===== config.mk =====
export PLATFORM = sky130hd
export DESIGN_NAME = conv2d_multimac
export DESIGN_NICKNAME = d
export VERILOG_FILES = /design/src/rtl/conv2d_multimac.sv
export SDC_FILE = /design/constraint.sdc
export NUM_CORES = 1
export LEC_CHECK = 0
export ABC_AREA = 1
export CORE_ASPECT_RATIO = 2
export CORE_MARGIN = 5
export CORE_UTILIZATION = 50
export CTS_CLUSTER_SIZE = 8
export DETAILED_ROUTE_END_ITERATION = 12
export PLACE_DENSITY = 0.69
export REMOVE_ABC_BUFFERS = 1
export SLEW_MARGIN = 5
export SYNTH_ARGS = -nofsm -noshare
export SYNTH_HDL_FRONTEND = slang
export SYNTH_SLANG_ARGS = --single-unit

===== constraint.sdc =====
create_clock -name clk -period 17.7 [get_ports clk]
set_input_delay 2.655 -clock clk [delete_from_list [all_inputs] [get_ports clk]]
set_output_delay 2.655 -clock clk [all_outputs]
set_load 0.005 [all_outputs]

===== src/rtl/conv2d_multimac.sv =====
// Valid-mode KxK convolution over a buffered PxP signed image using NMUL parallel
// multipliers, with shift, optional ReLU and saturation on each streamed result.
`timescale 1ns/1ps
module conv2d_multimac #(
  parameter int N     = 8,
  parameter int P     = 5,
  parameter int K     = 3,
  parameter int NMUL  = 1,
  parameter int SHIFT = 0,
  parameter int AW    = $clog2(P*P)
) (
  input  logic           clk,
  input  logic           rst,
  input  logic           start,
  input  logic           din_valid,
  input  logic [N-1:0]   din,
  output logic           din_ready,
  input  logic [K*K*N-1:0] kernel,
  input  logic           relu_en,
  output logic           out_valid,
  input  logic           out_ready,
  output logic [N-1:0]   result,
  output logic           busy,
  output logic           done
);

  localparam int TAPS = K*K;
  localparam int G    = (TAPS + NMUL - 1) / NMUL;
  localparam int ACCW = 2*N + $clog2(TAPS + 1);
  localparam int OW   = P - K + 1;
  localparam int GW   = (G > 1) ? $clog2(G) : 1;
  localparam int CW   = (OW > 1) ? $clog2(OW) : 1;

  localparam logic [2:0] S_IDLE = 3'd0;
  localparam logic [2:0] S_LOAD = 3'd1;
  localparam logic [2:0] S_MAC  = 3'd2;
  localparam logic [2:0] S_OUT  = 3'd3;
  localparam logic [2:0] S_FIN  = 3'd4;

  localparam logic [AW-1:0] LAST_PIX = AW'(P*P - 1);
  localparam logic [GW-1:0] LAST_GRP = GW'(G - 1);
  localparam logic [CW-1:0] LAST_POS = CW'(OW - 1);
  localparam logic signed [ACCW-1:0] SAT_MAX = {{(ACCW-N+1){1'b0}}, {(N-1){1'b1}}};
  localparam logic signed [ACCW-1:0] SAT_MIN = {{(ACCW-N+1){1'b1}}, {(N-1){1'b0}}};

  // Shift, optional ReLU, then clamp into the N-bit signed range.
  function automatic logic [N-1:0] post_proc(input logic signed [ACCW-1:0] acc,
                                             input logic relu);
    logic signed [ACCW-1:0] v;
    v = acc >>> SHIFT;
    if (relu && v[ACCW-1]) begin
      v = {ACCW{1'b0}};
    end
    if (v > SAT_MAX) begin
      post_proc = SAT_MAX[N-1:0];
    end else if (v < SAT_MIN) begin
      post_proc = SAT_MIN[N-1:0];
    end else begin
      post_proc = v[N-1:0];
    end
  endfunction

  logic [2:0]             state_r;
  logic [2:0]             state_next_s;
  logic [AW-1:0]          cnt_r;
  logic [GW-1:0]          grp_r;
  logic [CW-1:0]          row_r;
  logic [CW-1:0]          col_r;
  logic signed [ACCW-1:0] acc_r;
  logic signed [ACCW-1:0] group_sum_s;
  logic signed [ACCW-1:0] acc_sum_s;
  logic signed [N-1:0]    kern_r [TAPS];
  logic signed [N-1:0]    img_r [P*P];
  logic                   relu_r;
  logic [N-1:0]           result_r;
  logic                   out_valid_r;
  logic                   din_ready_r;
  logic                   busy_r;
  logic                   done_r;
  logic                   last_pix_s;
  logic                   last_grp_s;
  logic                   last_pos_s;
  int                     tap_s;
  int                     addr_s;
  logic signed [N-1:0]    pix_s;
  logic signed [N-1:0]    coef_s;
  logic signed [2*N-1:0]  prod_s;

  assign last_pix_s = (cnt_r == LAST_PIX);
  assign last_grp_s = (grp_r == LAST_GRP);
  assign last_pos_s = (row_r == LAST_POS) && (col_r == LAST_POS);

  // Next-state decode; outputs are registered from this so they line up with the state.
  always_comb begin
    state_next_s = state_r;
    case (state_r)
      S_IDLE:  state_next_s = start ? S_LOAD : S_IDLE;
      S_LOAD:  state_next_s = (din_valid && last_pix_s) ? S_MAC : S_LOAD;
      S_MAC:   state_next_s = last_grp_s ? S_OUT : S_MAC;
      S_OUT: begin
        if (out_ready) begin
          state_next_s = last_pos_s ? S_FIN : S_MAC;
        end else begin
          state_next_s = S_OUT;
        end
      end
      S_FIN:   state_next_s = S_IDLE;
      default: state_next_s = S_IDLE;
    endcase
  end

  // Sum of one tap group; taps past K*K fall outside the kernel and contribute nothing.
  always_comb begin
    group_sum_s = {ACCW{1'b0}};
    tap_s       = 0;
    addr_s      = 0;
    pix_s       = {N{1'b0}};
    coef_s      = {N{1'b0}};
    prod_s      = {(2*N){1'b0}};
    for (int j = 0; j < NMUL; j++) begin
      tap_s = int'(grp_r) * NMUL + j;
      if (tap_s < TAPS) begin
        addr_s      = (int'(row_r) + tap_s / K) * P + int'(col_r) + tap_s % K;
        pix_s       = img_r[addr_s[AW-1:0]];
        coef_s      = kern_r[tap_s];
        prod_s      = (2*N)'(pix_s) * (2*N)'(coef_s);
        group_sum_s = group_sum_s + ACCW'(prod_s);
      end else begin
        group_sum_s = group_sum_s;
      end
    end
    acc_sum_s = ((grp_r == {GW{1'b0}}) ? {ACCW{1'b0}} : acc_r) + group_sum_s;
  end

  // Image buffer write port; contents need no reset.
  always_ff @(posedge clk) begin
    if (state_r == S_LOAD && din_valid) begin
      img_r[cnt_r] <= din;
    end
  end

  // FSM, counters, accumulator, sampled configuration and registered outputs.
  always_ff @(posedge clk or negedge rst) begin
    if (!rst) begin
      state_r     <= S_IDLE;
      cnt_r       <= {AW{1'b0}};
      grp_r       <= {GW{1'b0}};
      row_r       <= {CW{1'b0}};
      col_r       <= {CW{1'b0}};
      acc_r       <= {ACCW{1'b0}};
      relu_r      <= 1'b0;
      result_r    <= {N{1'b0}};
      out_valid_r <= 1'b0;
      din_ready_r <= 1'b0;
      busy_r      <= 1'b0;
      done_r      <= 1'b0;
      for (int i = 0; i < TAPS; i++) begin
        kern_r[i] <= {N{1'b0}};
      end
    end else begin
      state_r     <= state_next_s;
      out_valid_r <= (state_next_s == S_OUT);
      din_ready_r <= (state_next_s == S_LOAD);
      busy_r      <= (state_next_s != S_IDLE);
      done_r      <= (state_next_s == S_FIN);
      case (state_r)
        S_IDLE: begin
          if (start) begin
            relu_r <= relu_en;
            cnt_r  <= {AW{1'b0}};
            for (int i = 0; i < TAPS; i++) begin
              kern_r[i] <= kernel[i*N +: N];
            end
          end
        end
        S_LOAD: begin
          if (din_valid) begin
            if (last_pix_s) begin
              cnt_r <= {AW{1'b0}};
              grp_r <= {GW{1'b0}};
              row_r <= {CW{1'b0}};
              col_r <= {CW{1'b0}};
              acc_r <= {ACCW{1'b0}};
            end else begin
              cnt_r <= cnt_r + AW'(1);
            end
          end
        end
        S_MAC: begin
          acc_r <= acc_sum_s;
          if (last_grp_s) begin
            result_r <= post_proc(acc_sum_s, relu_r);
            grp_r    <= {GW{1'b0}};
          end else begin
            grp_r <= grp_r + GW'(1);
          end
        end
        S_OUT: begin
          // Advance row-major only once the result has been taken.
          if (out_ready && !last_pos_s) begin
            if (col_r == LAST_POS) begin
              col_r <= {CW{1'b0}};
              row_r <= row_r + CW'(1);
            end else begin
              col_r <= col_r + CW'(1);
            end
          end
        end
        S_FIN: begin
          acc_r <= {ACCW{1'b0}};
        end
        default: begin
          acc_r <= {ACCW{1'b0}};
        end
      endcase
    end
  end

  assign din_ready = din_ready_r;
  assign out_valid = out_valid_r;
  assign result    = result_r;
  assign busy      = busy_r;
  assign done      = done_r;

endmodule


Yosys cells after proc, flatten, opt, wreduce, memory -nomap -nowiden:

Memories as Yosys holds them, arrays and structs flattened.
Index checks and enable logic that the tools add are counted.

* register bits after elaboration: 121
* RAM bits: 200
* output and inout bits: 12
* word-level logic and storage cells: 112
* memories kept: 1

* $add $sub $neg: 8
* $mul: 2
* divide/modulo/power cells: 2
* order comparisons: 4
* equal/unequal tests: 15
* muxes and demuxes: 37
* bitwise logic cells: 2
* reductions and logical operators: 20

Memory list
* img_r: words 25, bits a word 8, read ports 1, clocked after Yosys merged registers in 0, write ports 1, line 73 `logic signed [N-1:0] img_r [P*P];`

Operator list (number)
* 20-bit 2-to-1 mux: 7
* 20-bit one-hot mux with 3 select lines: 1
* 3-bit by 32-bit adder with 32-bit output: 1
* 8-bit binary-select mux with 4-bit select: 1
* 5-bit by 3-bit divider with 32-bit output, second input constant: 1
* 32-bit by 5-bit >= comparator with 1-bit output, second input constant: 1
* 5-bit by 3-bit modulo with 32-bit output, second input constant: 1
* 32-bit by 4-bit multiplier with 5-bit output, second input constant: 1
* 8-bit 2-to-1 mux: 4
* 4-bit NOT with 32-bit output: 1
* 20-bit adder: 1
* 20-bit by 8-bit greater-than comparator with 1-bit output, second input constant: 1
* 20-bit by 8-bit < comparator with 1-bit output, second input constant: 1
* 8-bit by 8-bit multiplier with 16-bit output: 1
* 5-bit 2-to-1 mux: 3
* 2-bit 2-to-1 mux: 7
* 4-bit 2-to-1 mux: 3
* 3-bit one-hot mux with 4 select lines: 1
* 2-bit inequality test, second input constant: 5
* 5-bit one-hot mux with 2 select lines: 1
* 3-bit by 2-bit equality test with 1-bit output, second input constant: 3
* 3-bit AND reduction: 3
* 2-bit one-hot mux with 2 select lines: 2
* 4-bit one-hot mux with 2 select lines: 1
* other kinds (24): 38

Logic depth before layout (Yosys ltp):

An unclocked memory read counts as a cell.

* depth in word-level cells: 16
* gate-level depth with buffers: 66
* mapped depth without buffers: 64

Worst setup path after synthesis:

OpenSTA, ideal clock, no wires.

* path type: reg-to-reg
* from: reg grp_r[0]
* to: reg result_r[0], in the netlist result[0]
* library setup time: 0.131 ns
* arrival: 10.582 ns
* data required time: 17.569 ns
* slack: 6.987 ns
* cell stages (with the launch flop): 58
* period minus slack after synthesis: 10.713 ns
* cell sequence: dfrtp_1 clkbuf_1 inv_1 clkbuf_1 ha_1 nand2_4 nand4_4 xor2_1 ha_1 nor3_1 nand4_2 ha_1 fa_1 inv_1 fa_1 fa_1 clkbuf_1 clkbuf_1 (+22 left out) nor3_1 nor3_1 ha_1 nand2_1 nor2_1 nand3_1 nand2_1 nand3_1 nand2_1 nand3_2 o21ai_1 nand2_1 nand3_1 nand2_1 nor2_1 nand2_1 nand2_1 a21oi_1

* longest elaborated chain between the ends: 16

RTL lines
* start: declaration: line 66 `logic [GW-1:0] grp_r;`
* start signal: assignment: line 147 `grp_r <= {GW{1'b0}};`
* start signal: assignment: line 180 `grp_r <= {GW{1'b0}};`
* start signal: assignment: line 193 `grp_r <= {GW{1'b0}};`
* 5-bit by 3-bit divider with 32-bit output: line 123 `addr_s = (int'(row_r) + tap_s / K) * P + int'(col_r) + tap_s % K;`
* 3-bit by 32-bit adder with 32-bit output: line 123
* 32-bit by 4-bit multiplier with 5-bit output: line 123
* 5-bit by 3-bit adder with 5-bit output: line 123
* 5-bit adder: line 123
* memory read 25 x 8 bit
* 8-bit by 8-bit multiplier with 16-bit output: line 126 `prod_s = (2*N)'(pix_s) * (2*N)'(coef_s);`
* 20-bit 2-to-1 mux: line 122 `if (tap_s < TAPS) begin`
* 20-bit adder: line 132 `acc_sum_s = ((grp_r == {GW{1'b0}}) ? {ACCW{1'b0}} : acc_r) + group_sum_s;`
* 1-bit logical AND: line 51 `if (relu && v[ACCW-1]) begin`
* 20-bit 2-to-1 mux: line 51
* 20-bit 2-to-1 mux: line 191 `if (last_grp_s) begin`
* 20-bit 2-to-1 mux: line 166 `case (state_r)`
* 20-bit by 8-bit < comparator with 1-bit output: line 56 `end else if (v < SAT_MIN) begin`
* 8-bit 2-to-1 mux: line 56
* 8-bit 2-to-1 mux: line 54 `if (v > SAT_MAX) begin`
* end signal: assignment: line 152 `result_r <= {N{1'b0}};`
* end signal: assignment: line 192 `result_r <= post_proc(acc_sum_s, relu_r);`
* end: declaration: line 75 `logic [N-1:0] result_r;`

Parallel ways exist; a longest one is shown, timed or not. The select of a mux whose other input is x is not followed.
A chain may end at the register's enable or synchronous reset.

Worst setup path after layout:

* from: reg grp_r[3]
* to: reg result_r[5], in the netlist result[5]

Same word-level chain as after synthesis.

==> impl_metrics.tcl <==
set metrics [dict create \
    status "finished, final reports clean" \
    ctsResizeCount 0 \
    design.core.area_um2 35700 \
    end_kind "flop" \
    cap_viol_max_count 0 \
    netlist_area_um2 18000 \
    r2r_setup_slack_ns 5.39 \
    grtUsageTotal_pct 24.1 \
    hpwl_um 34300 \
    ctsHoldBuffers 0 \
    fp.dieH_um 278 \
    drive_gt1_share_pct 5.57 \
    rr_worst_depth 50 \
    overflow 0 \
    start_util_pct 50.4 \
    multi_input_area_um2 7620 \
    ys_warn_count 0 \
    crit_start "grp_r[3]" \
    nets 2261 \
    area_growth_pct 15.0 \
    post-route-min-period_ns 12.31 \
    tns_ns 0 \
    place_congestion 0.909 \
    placed_area_um2 19400 \
    synth.yosys.seq_area_share_pct 50.3 \
    htreeDepth 2 \
    synthCells 1957 \
    synth_top_area_cell "edfxtp_1" \
    die_x_um 144 \
    layout.cells.non_filler 2516 \
    grt_pass1_vias 14600 \
    grt_max_degree 97 \
    post-route-drc-count 0 \
    hold_end "kern_r[47]" \
    holdCritPathClass "flop to flop" \
    fillers 3085 \
    num_antenna_cells 0 \
    fin_crit_sh_pct 69.5 \
    cp_common_cell "nand2_1" \
    grt_antenna_before_repair 0 \
    syn_avg_cell_area_um2 9.18 \
    avgViaCountPerCell 5.59 \
    crit_arrival_ns 12.73 \
    reg2reg_from "grp_r[3]" \
    design_area_um2 20700 \
    cts_buffer_depth 3 \
    min_from "kern_r[47]" \
    synth-seq-cells 321 \
    synthTopCellsByArea "edfxtp_1 (33%), dfrtp_1 (17%), nand2_1 (11%)" \
    wirelength_um 47600 \
    timing.rr.end "result[5]" \
    worst-setup-path-type "flop to flop" \
    postCtsSetupRepairBufs 0 \
    dpl.cell_count 2448 \
    rsz0062_at_grt "false" \
    crit_buf_inv 6 \
    drtIter0Drc 933 \
    setup_viol 0 \
    synthDistinctLibCells 57 \
    relSlewSlack_pct 17.0 \
    cp_max_fo 96 \
    wl_per_cell_um 18.9 \
    hold_viol 0 \
    post-place-ws_ns 5.46 \
    hold_depth 2 \
    grt_pass1_wl_um 75200 \
    first_pass_iters 7 \
    ant_nets 0 \
    cts_tree "yes" \
    synth_top_area_share_pct 33.4 \
    worst_pin_slew_ns 1.23 \
    cp-start-kind "flop" \
    ioPinCount 98 \
    drv_slew 0 \
    numCtsBuffers 46 \
    vias 14100 \
    rows 98 \
    crit_slowest_cell "buf_4" \
    root_buffer "clkbuf_16" \
    clkTransAtPathRegs_ns 0.06 \
    dieArea_um2 40100 \
    max_stage_delay_ns 0.79 \
    clock.fmax_mhz 81.2 \
    worstPathRequired_ns 18.13 \
    clock_skew_ns 0.0234 \
    setup_ws_ns 5.39 \
    cp_top_family "adder cells" \
    seqCellArea_um2 9030 \
    cts.sink_count 321 \
    insertion_delay_ns 0.57 \
    port_buffers 97 \
]
## tightest hold or removal path, cell delays in order, from the launching register on
cell	delay, ns
dfrtp_1	0.34
nand2_1	0.05
nand2_1	0.05
## cells in the mapped netlist (all sizes together)
cell,count
nand2,527
inv,274
edfxtp,200
nor2,172
dfrtp,121
o21ai,116
a21oi,109
ha,68
clkbuf,64
nand3,63
fa,61
a32o,27
o211ai,23
a32oi,21
o22ai,21
xor2,15
nand4,13
nor3,12
xnor2,9
buf,7
clkinv,5
o21a,5
a21o,4
or2,3
a31oi,2
a41oi,2
nand3b,2
nor3b,2
a211oi,1
a21boi,1
a22oi,1
and2,1
mux2i,1
o21bai,1
o31ai,1
o41ai,1
or3,1
## area by class of cell
cell class,instances,area share (%)
Inverter,279,5.09
Multi-Input combinational cell,1286,36.9
Sequential cell,321,43.7
Tap cell,450,2.73
Clock buffer,64,5.90
Clock inverter,4,0.412
Timing Repair Buffer,112,5.23
## through the flow
stage	hold WS, ns	utilization, %
4_1_cts	0.476	57.9
6_report	0.476	57.9
3_3_place_gp	0.461	54.2
5_1_grt	0.491	57.9
3_5_place_dp	0.460	54.2
2_1_floorplan	0.444	-
## worst max-delay path by stage
stage	slack (ns)	depth (start not counted)	to
after floorplan	3.69	56	result[0]
after global placement	5.69	50	result[2]
after detailed placement	5.46	55	result[6]
after CTS	5.40	55	result[5]
after global routing	4.41	55	result[2]
final	5.39	50	result[5]
## per-layer routing
metal / routed length [um] / vias up / global-route usage (%)
li1: - / 6611 / -
met1: 16100 / 6847 / 25.0
met2: 25900 / 451 / 44.6
met3: 2100 / 164 / 3.20
met4: 3430 / 0 / 14.8
met5: 0 / - / 0
## state kept, by name (all words and copies together) (netlist names)
name / count
result: 8
acc_r: 20
relu_r: 1
cnt_r: 5
kern_r: 72
out_valid: 1
row_r: 2
col_r: 2
img_r: 200
done: 1
grp_r: 4
state_r: 3
din_ready: 1
busy: 1
## cell usage in the layout, fill, tap and decap left out, types with 3 or more instances in the layout
cell type          n
nand2_2            9
nor2_2             6
ha_1              67
nor2_1           165
a21o_1             4
clkdlybuf4s50_1   96
o211ai_2           3
inv_2             10
nand4_1           11
edfxtp_1         200
xnor2_1            7
nand3_1           62
buf_4             16
o21ai_0          112
clkbuf_1          18
o211ai_1          20
nor3_1            11
dfrtp_1          120
fa_1              60
a21oi_1          109
o21a_1             4
clkinv_1           4
a32o_1            27
a32oi_1           21
nand2_1          515
o22ai_1           21
xor2_1            14
clkbuf_16         46
inv_1            263
## kinds of logic after synthesis
family          after synthesis  synth area share [%]
simple gates                796                  18.1
fa+ha+maj                   129                  11.5
compound gates              336                  11.4
mux                           1                0.0557
buf+inv                     350                  7.40
xor+xnor                     24                  1.21
flops                       321                  50.3
Power is left out: the tool's default activity adds up to more than one toggle a clock period on the data nets, which glitch-free logic cannot reach.
==> RTL change (config.mk and constraints unchanged) <==
The parameter `P` goes from 5 to 6.
--- a/src/rtl/conv2d_multimac.sv
+++ b/src/rtl/conv2d_multimac.sv
@@ -3,7 +3,7 @@
 `timescale 1ns/1ps
 module conv2d_multimac #(
   parameter int N     = 8,
-  parameter int P     = 5,
+  parameter int P     = 6,
   parameter int K     = 3,
   parameter int NMUL  = 1,
   parameter int SHIFT = 0,
Function: same outputs for any inputs over 4 cycles, from zero or initial values and one cycle with rst low; that may be too few to reach the edited logic, so the function may still have changed.
==> RTL change against the original RTL <==
- non-clock buffer count increased by 9
- via count increased by 15%
- worst hold slack is essentially flat
- synthesized area is 20% higher
- maximum frequency fell by 4.9%
- final area is 19% higher
- sequential cell count rose by 89
- setup slack got worse by 0.63 ns
- wire length rose by 22%
Power is not shown: default switching activity piles up to over one toggle a cycle in this logic, so the estimate is an artifact.
==> RTL change: results (changes against the original RTL) <==
[run_status]
status=finished clean

[routing]
wl_met3_um=2970  ; +41%
dr.first_iter.drc_count=1097  ; +18%
via_per_inst=5.60  ; about the same
dr_wl_met2_um=31800  ; +23%
met1_length_um=18900  ; +17%
routed_wl_um=58000  ; +22%
first_pass_iters=8  ; +1

[global_route]
grt_util_met2=0.460  ; +0.0136
grt_use_met1=0.248  ; -0.00187
grt_pass1_vias=17000  ; +16%
grt_max_degree=111  ; +14%
grt_pass1_wl_um=91300  ; +21%
grt_usage=0.245  ; +0.00450
antenna_found_initial=1  ; +1
met3_usage=0.0330  ; +0.00103

[critical_path]
slowest_stage=a221oi_1
cp_data_arrival_time_ns=13.38  ; +0.65 ns
slowest_delay_ns=0.73  ; -0.06 ns
path_max_fanout=25  ; -74%
path_delay_family=adder cells

[yosys]
ys_seq_area_frac=0.543  ; +0.0400
yosysUniqueCellTypes=50  ; -12%
synth_common_cells=nand2_1 (490), edfxtp_1 (288), inv_1 (275)
async_flop_share=0.298  ; -0.0794
synth-edff-count=288  ; +44%
yosys-top-cells-area=edfxtp_1 (40%), dfrtp_1 (14%), nand2_1 (8.5%), fa_1 (5.7%), inv_1 (4.8%)

[cells_and_area]
nets=2536  ; +12%
drive_above_1_share=0.0584  ; +0.00273
fill_cells=3643  ; +18%
reg_top3=img_r (288), kern_r (72), acc_r (20)

[place]
hpwl_um=41400  ; +20%
portBuffers=97  ; unchanged
place_congestion=0.934  ; +2.7%

[timing]
tightest_slew_ns=1.10  ; -0.133 ns
finClkSkew_ns=0.0522  ; +0.0289 ns

[clock_network]
clock_latency_ns=0.62  ; +0.05 ns
tritoncts.num_buffers=57  ; +24%

-- RTL change: path summary, 6_finish.rpt --
| kind | start | end | slack (ns) | cells after the start |
|---|---|---|---|---|
| max | grp_r[3] | result[3] | 4.76 | 64 |
| min | kern_r[30] | kern_r[30] | 0.48 | 2 |
| max reg2reg | grp_r[3] | result[3] | 4.76 | 64 |
| min reg2reg | kern_r[30] | kern_r[30] | 0.48 | 2 |
| max in group asynchronous | rst | grp_r[0] | 14.19 | 2 |
| min in group asynchronous | rst | cnt_r[5] | 2.10 | 1 |
-- RTL change: kinds of logic (layout without fill, tap and decap cells) --
| logic type | Yosys count | after routing | synth area share |
|---|---|---|---|
| buffers and inverters | 386 | 502 | 0.0680 |
| XOR/XNOR | 25 | 25 | 0.0102 |
| AO/OA/AOI/OAI | 450 | 450 | 0.128 |
| adder cells (fa/ha/maj) | 131 | 131 | 0.0973 |
| AND/OR/NAND/NOR | 828 | 828 | 0.154 |
| other | 0 | 1 | 0 |
| flip-flops | 410 | 410 | 0.543 |
-- RTL change: final cells by class --
type	instances	area, um2	share of cell area
timing repair buffer	121	1150	0.0465
clock inverter	4	97.6	0.00395
antenna	1	2.50	0.000101
multi-input combinational	1434	8420	0.341
sequential	410	11700	0.474
tap	545	682	0.0276
clock buffer	82	1520	0.0616
inverter	295	1110	0.0449
-- RTL change: metrics by stage --
stage | instances | area, um2 | setup slack (ns) | hold slack (ns) | util
floorplan | 2139 | 21200 | 3.97 | 0.444 | -
detailed placement | 2805 | 23100 | 5.06 | 0.465 | 0.540
finish | 2892 | 24700 | 4.76 | 0.476 | 0.578
global placement | 2805 | 23100 | 5.33 | 0.463 | 0.540
CTS | 2891 | 24700 | 4.96 | 0.482 | 0.578
global route | 2891 | 24700 | 3.93 | 0.495 | 0.578
